`src/rtl/seg7_scan_controller.sv`:
```
// Bus-mapped 4-digit 7-segment scan controller: write-only register file, per-slot
// PWM brightness, inter-digit blanking guard and frame-based blink.
module seg7_scan_controller #(
  parameter logic [7:0] BASE_ADDR   = 8'hD0,
  parameter int         DIGIT_TICKS = 100000,
  parameter int         BLANK_TICKS = 1000,
  parameter int         BLINK_SCANS = 125
) (
  input  logic       CLK,
  input  logic       RESET,
  input  logic [7:0] BUS_DATA,
  input  logic [7:0] BUS_ADDR,
  input  logic       BUS_WE,
  output logic [3:0] DISP_SEL_OUT,
  output logic [7:0] DISP_OUT,
  output logic       FRAME_TICK
);

  // state    | meaning
  // ST_IDLE  | display disabled, all pins off, index/counter parked at 0
  // ST_ON    | digit slot, lit for the first on_len counts
  // ST_GUARD | all-off blanking after each slot, advances the digit index
  typedef enum logic [1:0] {ST_IDLE, ST_ON, ST_GUARD} state_t;

  localparam int MAX_TICKS = (DIGIT_TICKS > BLANK_TICKS) ? DIGIT_TICKS : BLANK_TICKS;
  localparam int CW        = $clog2(MAX_TICKS + 1);
  localparam int BW        = (BLINK_SCANS > 1) ? $clog2(BLINK_SCANS) : 1;

  localparam logic [CW-1:0] DIGIT_LAST = CW'(DIGIT_TICKS - 1);
  localparam logic [CW-1:0] BLANK_LAST = CW'(BLANK_TICKS - 1);
  localparam logic [CW-1:0] ON_STEP    = CW'(DIGIT_TICKS / 8);
  localparam logic [BW-1:0] BLINK_LAST = BW'(BLINK_SCANS - 1);

  localparam logic [7:0] ADDR_D01  = BASE_ADDR;
  localparam logic [7:0] ADDR_D23  = BASE_ADDR + 8'd1;
  localparam logic [7:0] ADDR_MASK = BASE_ADDR + 8'd2;
  localparam logic [7:0] ADDR_CTRL = BASE_ADDR + 8'd3;

  function automatic logic [6:0] hexseg(input logic [3:0] n);
    case (n)
      4'h0: hexseg = 7'h40;  4'h1: hexseg = 7'h79;
      4'h2: hexseg = 7'h24;  4'h3: hexseg = 7'h30;
      4'h4: hexseg = 7'h19;  4'h5: hexseg = 7'h12;
      4'h6: hexseg = 7'h02;  4'h7: hexseg = 7'h78;
      4'h8: hexseg = 7'h00;  4'h9: hexseg = 7'h10;
      4'hA: hexseg = 7'h08;  4'hB: hexseg = 7'h03;
      4'hC: hexseg = 7'h46;  4'hD: hexseg = 7'h21;
      4'hE: hexseg = 7'h06;  default: hexseg = 7'h0E;
    endcase
  endfunction

  logic [15:0] digits_q;
  logic [3:0]  dot_q;
  logic [3:0]  en_q;
  logic [2:0]  bright_q;
  logic        disp_en_q;
  logic        blink_en_q;

  always_ff @(posedge CLK) begin
    if (RESET) begin
      digits_q   <= '0;
      dot_q      <= '0;
      en_q       <= 4'hF;
      bright_q   <= 3'd7;
      disp_en_q  <= 1'b1;
      blink_en_q <= 1'b0;
    end else if (BUS_WE) begin
      if (BUS_ADDR == ADDR_D01) begin
        digits_q[7:0] <= BUS_DATA;
      end else if (BUS_ADDR == ADDR_D23) begin
        digits_q[15:8] <= BUS_DATA;
      end else if (BUS_ADDR == ADDR_MASK) begin
        dot_q <= BUS_DATA[3:0];
        en_q  <= BUS_DATA[7:4];
      end else if (BUS_ADDR == ADDR_CTRL) begin
        bright_q   <= BUS_DATA[2:0];
        disp_en_q  <= BUS_DATA[3];
        blink_en_q <= BUS_DATA[4];
      end
    end
  end

  state_t          state_q, state_d;
  logic [1:0]      idx_q, idx_d;
  logic [CW-1:0]   cnt_q, cnt_d;
  logic [2:0]      bright_l_q, bright_l_d;
  logic [3:0]      nib_l_q, nib_l_d;
  logic            dot_l_q, dot_l_d;
  logic            en_l_q, en_l_d;
  logic [3:0]      sel_q, sel_d;
  logic [7:0]      seg_q, seg_d;
  logic            tick_q, tick_d;
  logic [BW-1:0]   blink_cnt_q, blink_cnt_d;
  logic            blink_ph_q, blink_ph_d;
  logic [CW-1:0]   on_len;
  logic            lit;
  logic            load;
  logic            frame_end;

  assign on_len = CW'(bright_l_q) * ON_STEP + ON_STEP;

  always_comb begin
    state_d     = state_q;
    idx_d       = idx_q;
    cnt_d       = cnt_q;
    bright_l_d  = bright_l_q;
    nib_l_d     = nib_l_q;
    dot_l_d     = dot_l_q;
    en_l_d      = en_l_q;
    blink_cnt_d = blink_cnt_q;
    blink_ph_d  = blink_ph_q;
    load        = 1'b0;
    frame_end   = 1'b0;

    lit   = (state_q == ST_ON) && (cnt_q < on_len) && en_l_q && !(blink_en_q && blink_ph_q);
    sel_d = lit ? ~(4'b0001 << idx_q) : 4'hF;
    seg_d = lit ? {~dot_l_q, hexseg(nib_l_q)} : 8'hFF;

    if (!disp_en_q) begin
      state_d = ST_IDLE;
      idx_d   = '0;
      cnt_d   = '0;
    end else begin
      case (state_q)
        ST_IDLE: begin
          state_d = ST_ON;
          idx_d   = '0;
          cnt_d   = '0;
          load    = 1'b1;
        end
        ST_ON: begin
          if (cnt_q == DIGIT_LAST) begin
            state_d = ST_GUARD;
            cnt_d   = '0;
          end else begin
            cnt_d = cnt_q + CW'(1);
          end
        end
        ST_GUARD: begin
          if (cnt_q == BLANK_LAST) begin
            state_d   = ST_ON;
            cnt_d     = '0;
            idx_d     = idx_q + 2'd1;
            load      = 1'b1;
            frame_end = (idx_q == 2'd3);
          end else begin
            cnt_d = cnt_q + CW'(1);
          end
        end
        default: begin
          state_d = ST_IDLE;
          idx_d   = '0;
          cnt_d   = '0;
        end
      endcase
    end

    // Slot snapshot: mid-slot register writes only show up from the next slot.
    if (load) begin
      bright_l_d = bright_q;
      nib_l_d    = digits_q[{idx_d, 2'b00} +: 4];
      dot_l_d    = dot_q[idx_d];
      en_l_d     = en_q[idx_d];
    end

    tick_d = frame_end;

    if (!blink_en_q) begin
      blink_cnt_d = '0;
      blink_ph_d  = 1'b0;
    end else if (frame_end) begin
      if (blink_cnt_q == BLINK_LAST) begin
        blink_cnt_d = '0;
        blink_ph_d  = ~blink_ph_q;
      end else begin
        blink_cnt_d = blink_cnt_q + BW'(1);
      end
    end
  end

  always_ff @(posedge CLK) begin
    if (RESET) begin
      state_q     <= ST_ON;
      idx_q       <= '0;
      cnt_q       <= '0;
      bright_l_q  <= 3'd7;
      nib_l_q     <= '0;
      dot_l_q     <= 1'b0;
      en_l_q      <= 1'b1;
      sel_q       <= 4'hF;
      seg_q       <= 8'hFF;
      tick_q      <= 1'b0;
      blink_cnt_q <= '0;
      blink_ph_q  <= 1'b0;
    end else begin
      state_q     <= state_d;
      idx_q       <= idx_d;
      cnt_q       <= cnt_d;
      bright_l_q  <= bright_l_d;
      nib_l_q     <= nib_l_d;
      dot_l_q     <= dot_l_d;
      en_l_q      <= en_l_d;
      sel_q       <= sel_d;
      seg_q       <= seg_d;
      tick_q      <= tick_d;
      blink_cnt_q <= blink_cnt_d;
      blink_ph_q  <= blink_ph_d;
    end
  end

  assign DISP_SEL_OUT = sel_q;
  assign DISP_OUT     = seg_q;
  assign FRAME_TICK   = tick_q;

endmodule

```
`config.mk`:
```
export PLATFORM = sky130hd
export DESIGN_NAME = seg7_scan_controller
export DESIGN_NICKNAME = d
export VERILOG_FILES = /design/src/rtl/seg7_scan_controller.sv
export SDC_FILE = /design/constraint.sdc
export NUM_CORES = 1
export LEC_CHECK = 0
export CAP_MARGIN = 20
export CORE_MARGIN = 4
export CORE_UTILIZATION = 50
export CTS_CLUSTER_DIAMETER = 120
export DETAILED_ROUTE_END_ITERATION = 6
export PLACE_DENSITY = 0.7
export SYNTH_ARGS = -nofsm -noshare
export SYNTH_HDL_FRONTEND = slang
export SYNTH_SLANG_ARGS = --single-unit
```
`constraint.sdc`:
```
create_clock -name CLK -period 8.65 [get_ports CLK]
set_clock_uncertainty 0.05 [all_clocks]
set_input_delay 1.2975 -clock CLK [delete_from_list [all_inputs] [get_ports CLK]]
set_output_delay 1.2975 -clock CLK [all_outputs]
set_load 0.005 [all_outputs]
```
# After elaboration in Yosys (flattened, before gate mapping)
# Memory sizes are Yosys's and may differ from the RTL's. A register that Yosys moved wholly into a read port is not among the register bits.
# Cells that the tools add are included.
[totals]
register_bits = 80
romBits = 112
inputBits = 19
word_cells = 90
memories = 1
[op_classes]
n_addsub = 4
multipliers = 1
magnitude_cmp = 2
n_eq_ne = 14
n_shift = 2
muxes = 21
bitwise = 9
reduce_logical = 16
[mem_list]
columns = ["memory", "depth", "word_bits", "read_ports", "rd_ports_with_merged_regs", "wr", "line", "rtl"]
rows = [
  ["(no name shown)", 16, 7, 1, 1, 0, "40", "case (n)"],
]
[op_table]
columns = ["cell", "count"]
rows = [
  ["17-bit two-way mux", 2],
  ["17-bit case mux with 2 select lines", 1],
  ["8-bit == test (second input constant)", 4],
  ["17-bit by 1-bit adder with 17-bit output (second input constant)", 1],
  ["17-bit by 14-bit adder with 17-bit output (second input constant)", 1],
  ["17-bit by 10-bit == test with 1-bit output (second input constant)", 1],
  ["17-bit == test (second input constant)", 1],
  ["17-bit < comparator", 1],
  ["16-bit by 5-bit variable part select with 4-bit output", 1],
  ["3-bit by 12-bit multiplier with 15-bit output (second input constant)", 1],
  ["1-bit two-way mux", 8],
  ["2-bit two-way mux", 4],
  ["1-bit inverter", 8],
  ["2-bit AND reduction", 4],
  ["7-bit by 1-bit adder with 7-bit output (second input constant)", 1],
  ["7-bit == test (second input constant)", 1],
  ["7-bit two-way mux", 1],
  ["2-bit case mux with 3 select lines", 1],
  ["2-bit OR reduction", 3],
  ["5-bit AND reduction", 1],
  ["1-bit binary-select mux with 2-bit select", 2],
  ["2-bit == test (second input constant)", 2],
  ["1-bit logical AND", 4],
  ["4-bit inverter", 1],
  ["14 further kinds", 14],
]

# Longest topological paths before layout
# Gate-level depths: netlist of run 1.
[depth]
ltp_word = 8
depth_mapped = 18
mapped_depth_nobuf = 17

# Worst setup path after synthesis of run 1
# OpenSTA, ideal clock, no wires.
[synth_timing]
path_type = "register to register"
from = "register bright_l_q[1]"
to = "register seg_q[4] (netlist: DISP_OUT[4])"
setup_ns = 0.141
arrival_time_ns = 3.432
required_time_ns = 8.459
setup_slack_ns = 5.027
path_stages_with_launch = 19
synth_period_minus_slack_ns = 3.623
path_cell_list = "dfxtp_1 inv_1 ha_1 inv_1 ha_1 a31oi_1 nand2_1 xor2_1 nand2b_1 a211o_1 a22oi_1 ha_1 o21ai_0 nand2b_1 a21oi_1 nor2_1 a21oi_1 clkbuf_1 o211ai_1"
[synth_via]
elab_chain_len = 8
[synth_rtl]
columns = ["item", "line", "rtl"]
rows = [
  ["start: declaration", "86", "logic [2:0] bright_l_q, bright_l_d;"],
  ["start signal: assignment", "199", "bright_l_q <= bright_l_d;"],
  ["3-bit by 12-bit multiplier with 15-bit output", "100", "assign on_len = CW'(bright_l_q) * ON_STEP + ON_STEP;"],
  ["17-bit by 14-bit adder with 17-bit output", "100", ""],
  ["17-bit < comparator", "115", "lit = (state_q == ST_ON) && (cnt_q < on_len) && en_l_q && !(blink_en_q && blink_ph_q);"],
  ["1-bit logical AND (3 in series)", "115", ""],
  ["1-bit inverter (no source line)", "n/a", ""],
  ["2-bit OR reduction (no source line)", "n/a", ""],
  ["end: declaration", "91", "logic [7:0] seg_q, seg_d;"],
]
# No other way between the ends.
# A chain may end at the register's enable or synchronous reset.

# Final worst setup path of run 1
[layout_timing]
from = "register bright_l_q[0]"
to = "register seg_q[0] (netlist: DISP_OUT[0])"
# Same word-level chain as after synthesis.

==> qor.yml, run 1 <==
critical_path:
  cpMostUsedCell: "ha_1"
  cp_top_family: "compound AO/OA/AOI/OAI gates"
  required_ns: 8.77
  r2r_start: "bright_l_q[0]"
  cells_traversed_along_the_worst_timing_path: "inv_1 -> ha_1 -> o21ai_0 -> xnor2_1 -> o31ai_1 -> nand3_1 -> ha_1 -> a21o_1 -> a211oi_1 -> o211ai_1 -> a21oi_1 -> o311ai_0"
  start_kind: "flop"
  r2r_cells: 12
  crit_type: "reg -> reg"
  crit_buf_inv: 1
  timing.reg2reg.setup_slack_ns: 4.19
  cpMaxStageDelayCell: "a21oi_1"
  setup.worst_path.end_class: "flop"
  critPathMaxFanout: 12
  worst-endpoint-arrival_ns: 4.59
  r2r-end: "DISP_OUT[0]"
  cpPeakStageDelay_ns: 0.77
timing:
  timing.final.crit_share: 0.516
  worst_slew_margin_rel: 0.366
  fin_crit_ns: 4.46
  max_freq_ghz: 0.224
  hold-worst-slack_ns: 0.348
  report.final.slew_viol_count: 0
  hold_vio_cnt_final: 0
  setup_violations: 0
  setup_slack_ns: 4.19
  rsz0062_at_grt: "false"
  fin_tns_setup_ns: 0
  worst-slew-pin-transition_ns: 0.952
global_routing:
  grt-ovfl-total: 0
  first_global_vias: 3237
  antenna_found_initial: 0
  first_pass_grt_wire_length_mm: 15.0
  grtUsageTotal: 0.182
  grt_start_max_net_pins: 44
yosys:
  ys_ff_latch: 80
  syn_area_per_cell_um2: 8.87
  syn_inst: 490
  combinational_family_with_the_most_area_after_synthesis: "simple AND/OR/NAND/NOR gates"
  ys.flop_type: "dfxtp_1"
  synthMuxAreaShare: 0.0763
  synth_cell_area_um2: 4350
  yosysSeqAreaShare: 0.368
  post_synth_fa_ha_maj_area_fraction: 0.117
  post_synth_and_or_nand_nor_area_fraction: 0.227
  synth_compound_gate_area_share: 0.105
  synth_async_sr_flop_share: 0
  post_synth_xor_area_fraction: 0.0786
  synth_nets: 549
  yosys.cell_types.count: 53
  edff_count_synth: 0
  yosys_warnings: 0
cts:
  worst_skew_pair_later_pin_latency_ns: 0.35
  clock_transition_time_at_the_flip_flop_clock_pins_of_the_worst_setup_and_hold_paths_ns: 0.09
  cts_resized: 0
  holdBufCountCts: 0
  ctsLongestPathBuffers: 2
  cts_htree_levels: 3
  cts_setup_buffers: 0
  cts_buffers: 9
  cts_tree: "done"
  ctsRootBufferMaster: "clkbuf_8"
  cts.sinks: 80
die:
  ioPinCount: 32
  die-area_um2: 10200
  chipHeight_um: 101
  placement_rows: 33
  fp.dieW_um: 101
  design.core.area_um2: 8340
  initial_utilization: 0.521
final_layout:
  nets: 578
  layout.cells.non_filler: 628
  layout.cells.most_common_list: "dfxtp_1 (80), nor2_1 (63), nand2_1 (54)"
  finish.utilization: 0.593
  diodes: 0
  area_growth_pct: 13.9
  layout_cell_share_with_drive_strength_beyond_1: 0.0497
  most_common_cell_after_layout_fill_and_taps_aside: "dfxtp_1"
placed_design:
  gpl.final_weighted_congestion: 0.863
  hpwl_mm: 6.58
  io_buffers: 31
  post-place-cells: 613
  dp_worst_slack_ns: 4.17
routing:
  vias: 3412
  routed_wl_mm: 8.80
  viasPerCell: 5.43
  drcViolationCount: 0
  drt_first_iter_violations: 106
  detail_route.wl_per_cell_um: 14.0
  drtPass1Iterations: 4
  drtAntennaViolNets: 0
worst_hold_path:
  min-delay-start: "dot_l_q"
  whs_path_depth: 1
  whs_endpoint: "DISP_OUT[7]"
  hp-class: "reg -> reg"
run:
  number_of_maximum_capacitance_constraint_violations: 0
pwr:
  worst_ir_drop_on_vdd_mv: 0.0737
  total_leakage_power_nw: 2.01
  power_density_nw_per_um2: 183
status:
  outcome: "finished, final reports clean"
-- routing by layer --
| layer | GRT usage | part of all wire |
|---|---|---|
| met5 | 0 | 0 |
| met4 | 0.0532 | 0.0095 |
| met3 | 0.0393 | 0.035 |
| met2 | 0.291 | 0.46 |
| met1 | 0.247 | 0.50 |
-- registers in the layout (all words and copies together), names as in the netlist --
name,cells
en_l_q,1
dot_l_q,1
cnt_q,17
DISP_SEL_OUT,4
blink_ph_q,1
FRAME_TICK,1
DISP_OUT,8
bright_q,3
dot_q,4
nib_l_q,4
bright_l_q,3
en_q,4
idx_q,2
state_q,2
digits_q,16
blink_cnt_q,7
blink_en_q,1
disp_en_q,1
-- synth_stat cells (5+ instances only) --
cell / number / area share
a21o_1: 9 / 0.016
ha_1: 40 / 0.12
a21oi_1: 21 / 0.024
o22ai_1: 5 / 0.0072
nor2b_1: 9 / 0.013
nand4_1: 12 / 0.017
inv_1: 14 / 0.012
mux2i_1: 32 / 0.074
nor3_1: 5 / 0.0058
nand3b_1: 6 / 0.010
nand2b_1: 9 / 0.013
o21ai_0: 11 / 0.013
nor2_1: 63 / 0.054
dfxtp_1: 80 / 0.37
nand2_1: 54 / 0.047
clkbuf_1: 12 / 0.010
o211ai_1: 5 / 0.0086
xor2_1: 24 / 0.048
a211o_1: 5 / 0.010
nand3_1: 14 / 0.016
xnor2_1: 15 / 0.030
-- report_power, final --
part / internal [mW] / switching (mW) / leakage (nW)
combinational: 0.0993 / 0.120 / 1.26
clock: 0.163 / 0.142 / 0.110
sequential: 0.376 / 0.00750 / 0.649
total: 0.638 / 0.270 / 2.01
-- worst max-delay path by stage --
stage                  start          end  slack (ns)  cells after the start
2_1_floorplan  bright_l_q[1]  DISP_OUT[4]        5.03                     18
3_3_place_gp   bright_l_q[1]  DISP_OUT[0]        4.37                     17
3_5_place_dp   bright_l_q[0]  DISP_OUT[0]        4.17                     12
4_1_cts        bright_l_q[0]  DISP_OUT[0]        4.16                     12
5_1_grt        bright_l_q[0]  DISP_OUT[0]        3.70                     12
6_report       bright_l_q[0]  DISP_OUT[0]        4.19                     12
-- cell families after synthesis --
group / after synthesis
AOI/OAI and AO/OA: 69
buffers and inverters: 29
muxes: 33
DFF: 80
and+or+nand+nor: 199
xor gates and xnor gates: 39
adders and majority gates: 41
-- cell type report --
class | instances | area [µm²]
tap | 105 | 131
clock inverter | 6 | 91.3
multi-input combinational | 381 | 2620
timing repair buffer | 33 | 325
fill | 752 | 3390
sequential | 80 | 1600
clock buffer | 9 | 124
inverter | 14 | 52.6
-- stage by stage --
step | area, µm² | power [mW]
finish | 4950 | 0.908
global route | 4950 | 0.961
CTS | 4950 | 0.914
detailed placement | 4730 | 0.610
global placement | 4730 | 0.601
floorplan | 4350 | 0.553
-- worst register-to-register path: cells and delay by family (launching register included) --
kind                     cells  cell delay, ns
AO/OA/AOI/OAI                7            2.46
buffers and inverters        1            0.09
AND/OR/NAND/NOR              1            0.13
XOR/XNOR                     1            0.22
adder cells (fa/ha/maj)      2            0.73
flip-flops                   1            0.61
No activity file was read; power rests on OpenSTA's default activity.
==> run 2: changes to the inputs <==
clock period = 4.6 ns   (was 8.65 ns; I/O delays follow)
==> run 2 against run 1 <==
- hold slack improved by 0.0033 ns
- utilization increased by 0.060 points
- critical path type unchanged
- fmax increased by 14%
- first-iteration DRC count increased by 30%
- final cell count increased by 0.32%
- count of clock-buffer cells in the layout increased by 1
- setup slack got worse by 3.5 ns
- critical path depth increased by 2
- via count increased by 0.41%
- sequential cell count unchanged
- routed wire length decreased by 0.62%
- global-route usage increased by 0.20 points
==> qor.yml, run 2 (synthesis results as in run 1) <==
status:
  outcome: "finished, final reports clean"
die:
  chipHeight_um: 101  # unchanged
  initial_utilization: 0.521  # unchanged
  placement_rows: 33  # unchanged
  fp.dieW_um: 101  # unchanged
  design.core.area_um2: 8340  # unchanged
  die-area_um2: 10200  # unchanged
  ioPinCount: 32  # unchanged
final_layout:
  layout_cell_share_with_drive_strength_beyond_1: 0.0533  # +0.00362
  fin_area_um2: 4950  # +0.10%
  max_reg_flops: 17  # unchanged
  nets: 579  # +0.17%
  most_common_cell_after_layout_fill_and_taps_aside: "dfxtp_1"
  top_register: "cnt_q"
  area_growth_pct: 14.0
  layout.cells.most_common_list: "dfxtp_1 (80), nor2_1 (63), nand2_1 (54)"
  diodes: 0  # unchanged
global_routing:
  antenna_found_initial: 0  # unchanged
  first_pass_grt_wire_length_mm: 15.2  # +1.7%
  grt_start_max_net_pins: 44  # unchanged
  grt-ovfl-total: 0  # unchanged
  grtUsageTotal: 0.184  # +0.00198
  first_global_vias: 3289  # +1.6%
routing:
  drcViolationCount: 0  # unchanged
  routed_wl_mm: 8.75  # -0.62%
  detail_route.wl_per_cell_um: 13.9  # -0.94%
  drtAntennaViolNets: 0  # unchanged
  drt_first_iter_violations: 138  # +30%
  vias: 3426  # +0.41%
  viasPerCell: 5.44  # about the same
  drtPass1Iterations: 4  # unchanged
cts:
  ctsRootBufferMaster: "clkbuf_8"
  clock_transition_time_at_the_flip_flop_clock_pins_of_the_worst_setup_and_hold_paths_ns: 0.09  # about the same
  cts_resized: 0  # unchanged
  cts_htree_levels: 3  # unchanged
  holdBufCountCts: 0  # unchanged
  cts_tree: "done"
  ctsLongestPathBuffers: 2  # unchanged
  cts_buffers: 9  # unchanged
  cts_setup_buffers: 0  # unchanged
  worst_skew_pair_later_pin_latency_ns: 0.35  # about the same
  cts.sinks: 80  # unchanged
critical_path:
  cpPeakStageDelay_ns: 0.57  # -0.20 ns
  cpMaxStageDelayCell: "dfxtp_1"
  crit_type: "reg -> reg"
  cpMostUsedCell: "ha_1"
  required_ns: 4.76  # -4.01 ns
  setup.worst_path.end_class: "flop"
  cells_traversed_along_the_worst_timing_path: "ha_1 -> nand2_1 -> nor2_1 -> o21ai_0 -> xnor2_1 -> o31ai_1 -> nand3_1 -> ha_1 -> a21o_1 -> a211oi_1 -> o211ai_1 -> a21oi_1 -> buf_4 -> o311ai_0"
  critPathMaxFanout: 12  # unchanged
  worst-endpoint-arrival_ns: 4.07  # -0.52 ns
  start_kind: "flop"
timing:
  worst-slew-pin-transition_ns: 0.926  # -0.0257 ns
  fin_tns_setup_ns: 0  # unchanged
  setup_slack_ns: 0.693  # -3.49 ns
  rsz0062_at_grt: "false"
  fin_crit_ns: 3.91  # -0.557 ns
  hold-worst-slack_ns: 0.351  # +0.00326 ns
  worst_slew_margin_rel: 0.379  # +0.0138
  max_freq_ghz: 0.256  # +14%
  setup_violations: 0  # unchanged
  report.final.slew_viol_count: 0  # unchanged
  timing.final.crit_share: 0.849  # +0.333
  hold_vio_cnt_final: 0  # unchanged
placed_design:
  hpwl_mm: 6.51  # -0.97%
  io_buffers: 31  # unchanged
  dp_worst_slack_ns: 0.723  # -3.44 ns
  placed_cell_area_um2: 4740  # +0.16%
  gpl.final_weighted_congestion: 0.834  # -3.4%
pwr:
  power_density_nw_per_um2: 339  # +85%
  total_leakage_power_nw: 2.01  # about the same
  worst_ir_drop_on_vdd_mv: 0.164  # +120%
run:
  number_of_maximum_capacitance_constraint_violations: 0  # unchanged
worst_hold_path:
  hp-class: "reg -> reg"
## run 2: per-layer routing
metal | track usage | vias to the layer above | share of wire
met5 | 0 | - | 0
li1 | - | 1763 | -
met3 | 0.0393 | 8 | 0.052
met4 | 0.0532 | 0 | 0.012
met1 | 0.257 | 1577 | 0.49
met2 | 0.285 | 78 | 0.45
## run 2: metrics by stage
stage	instances	power, mW	utilization
global placement	614	1.14	0.569
floorplan	490	1.04	-
CTS	630	1.70	0.594
detailed placement	614	1.15	0.569
finish	630	1.68	0.594
global route	630	1.79	0.594
## run 2: worst max-delay path, delay by kind of cell (launching register included)
kind | cells | cell delay, ns
AND/OR/NAND/NOR | 3 | 0.30
AO/OA/AOI/OAI | 7 | 1.72
buffers and inverters | 1 | 0.22
adder cells (fa/ha/maj) | 2 | 0.68
XOR/XNOR | 1 | 0.21
flip-flops | 1 | 0.57
## run 2: final timing paths
kind	slack (ns)	depth (start not counted)	to	startpoint
min reg2reg	0.35	1	DISP_OUT[7]	dot_l_q
max reg2reg	0.69	14	DISP_OUT[0]	bright_l_q[0]
min	0.35	1	DISP_OUT[7]	dot_l_q
max	0.69	14	DISP_OUT[0]	bright_l_q[0]
## run 2: area by class of cell
cell class / instances / area (µm²)
Timing Repair Buffer: 34 / 333
Multi-Input combinational cell: 381 / 2620
Tap cell: 105 / 131
Sequential cell: 80 / 1600
Clock inverter: 6 / 75.1
Clock buffer: 10 / 138
Fill cell: 740 / 3390
Inverter: 14 / 52.6
## run 2: power breakdown
part           total (mW)  internal, mW  switching (mW)
logic               0.411         0.186           0.225
registers           0.721         0.707          0.0143
clock network       0.549         0.273           0.276
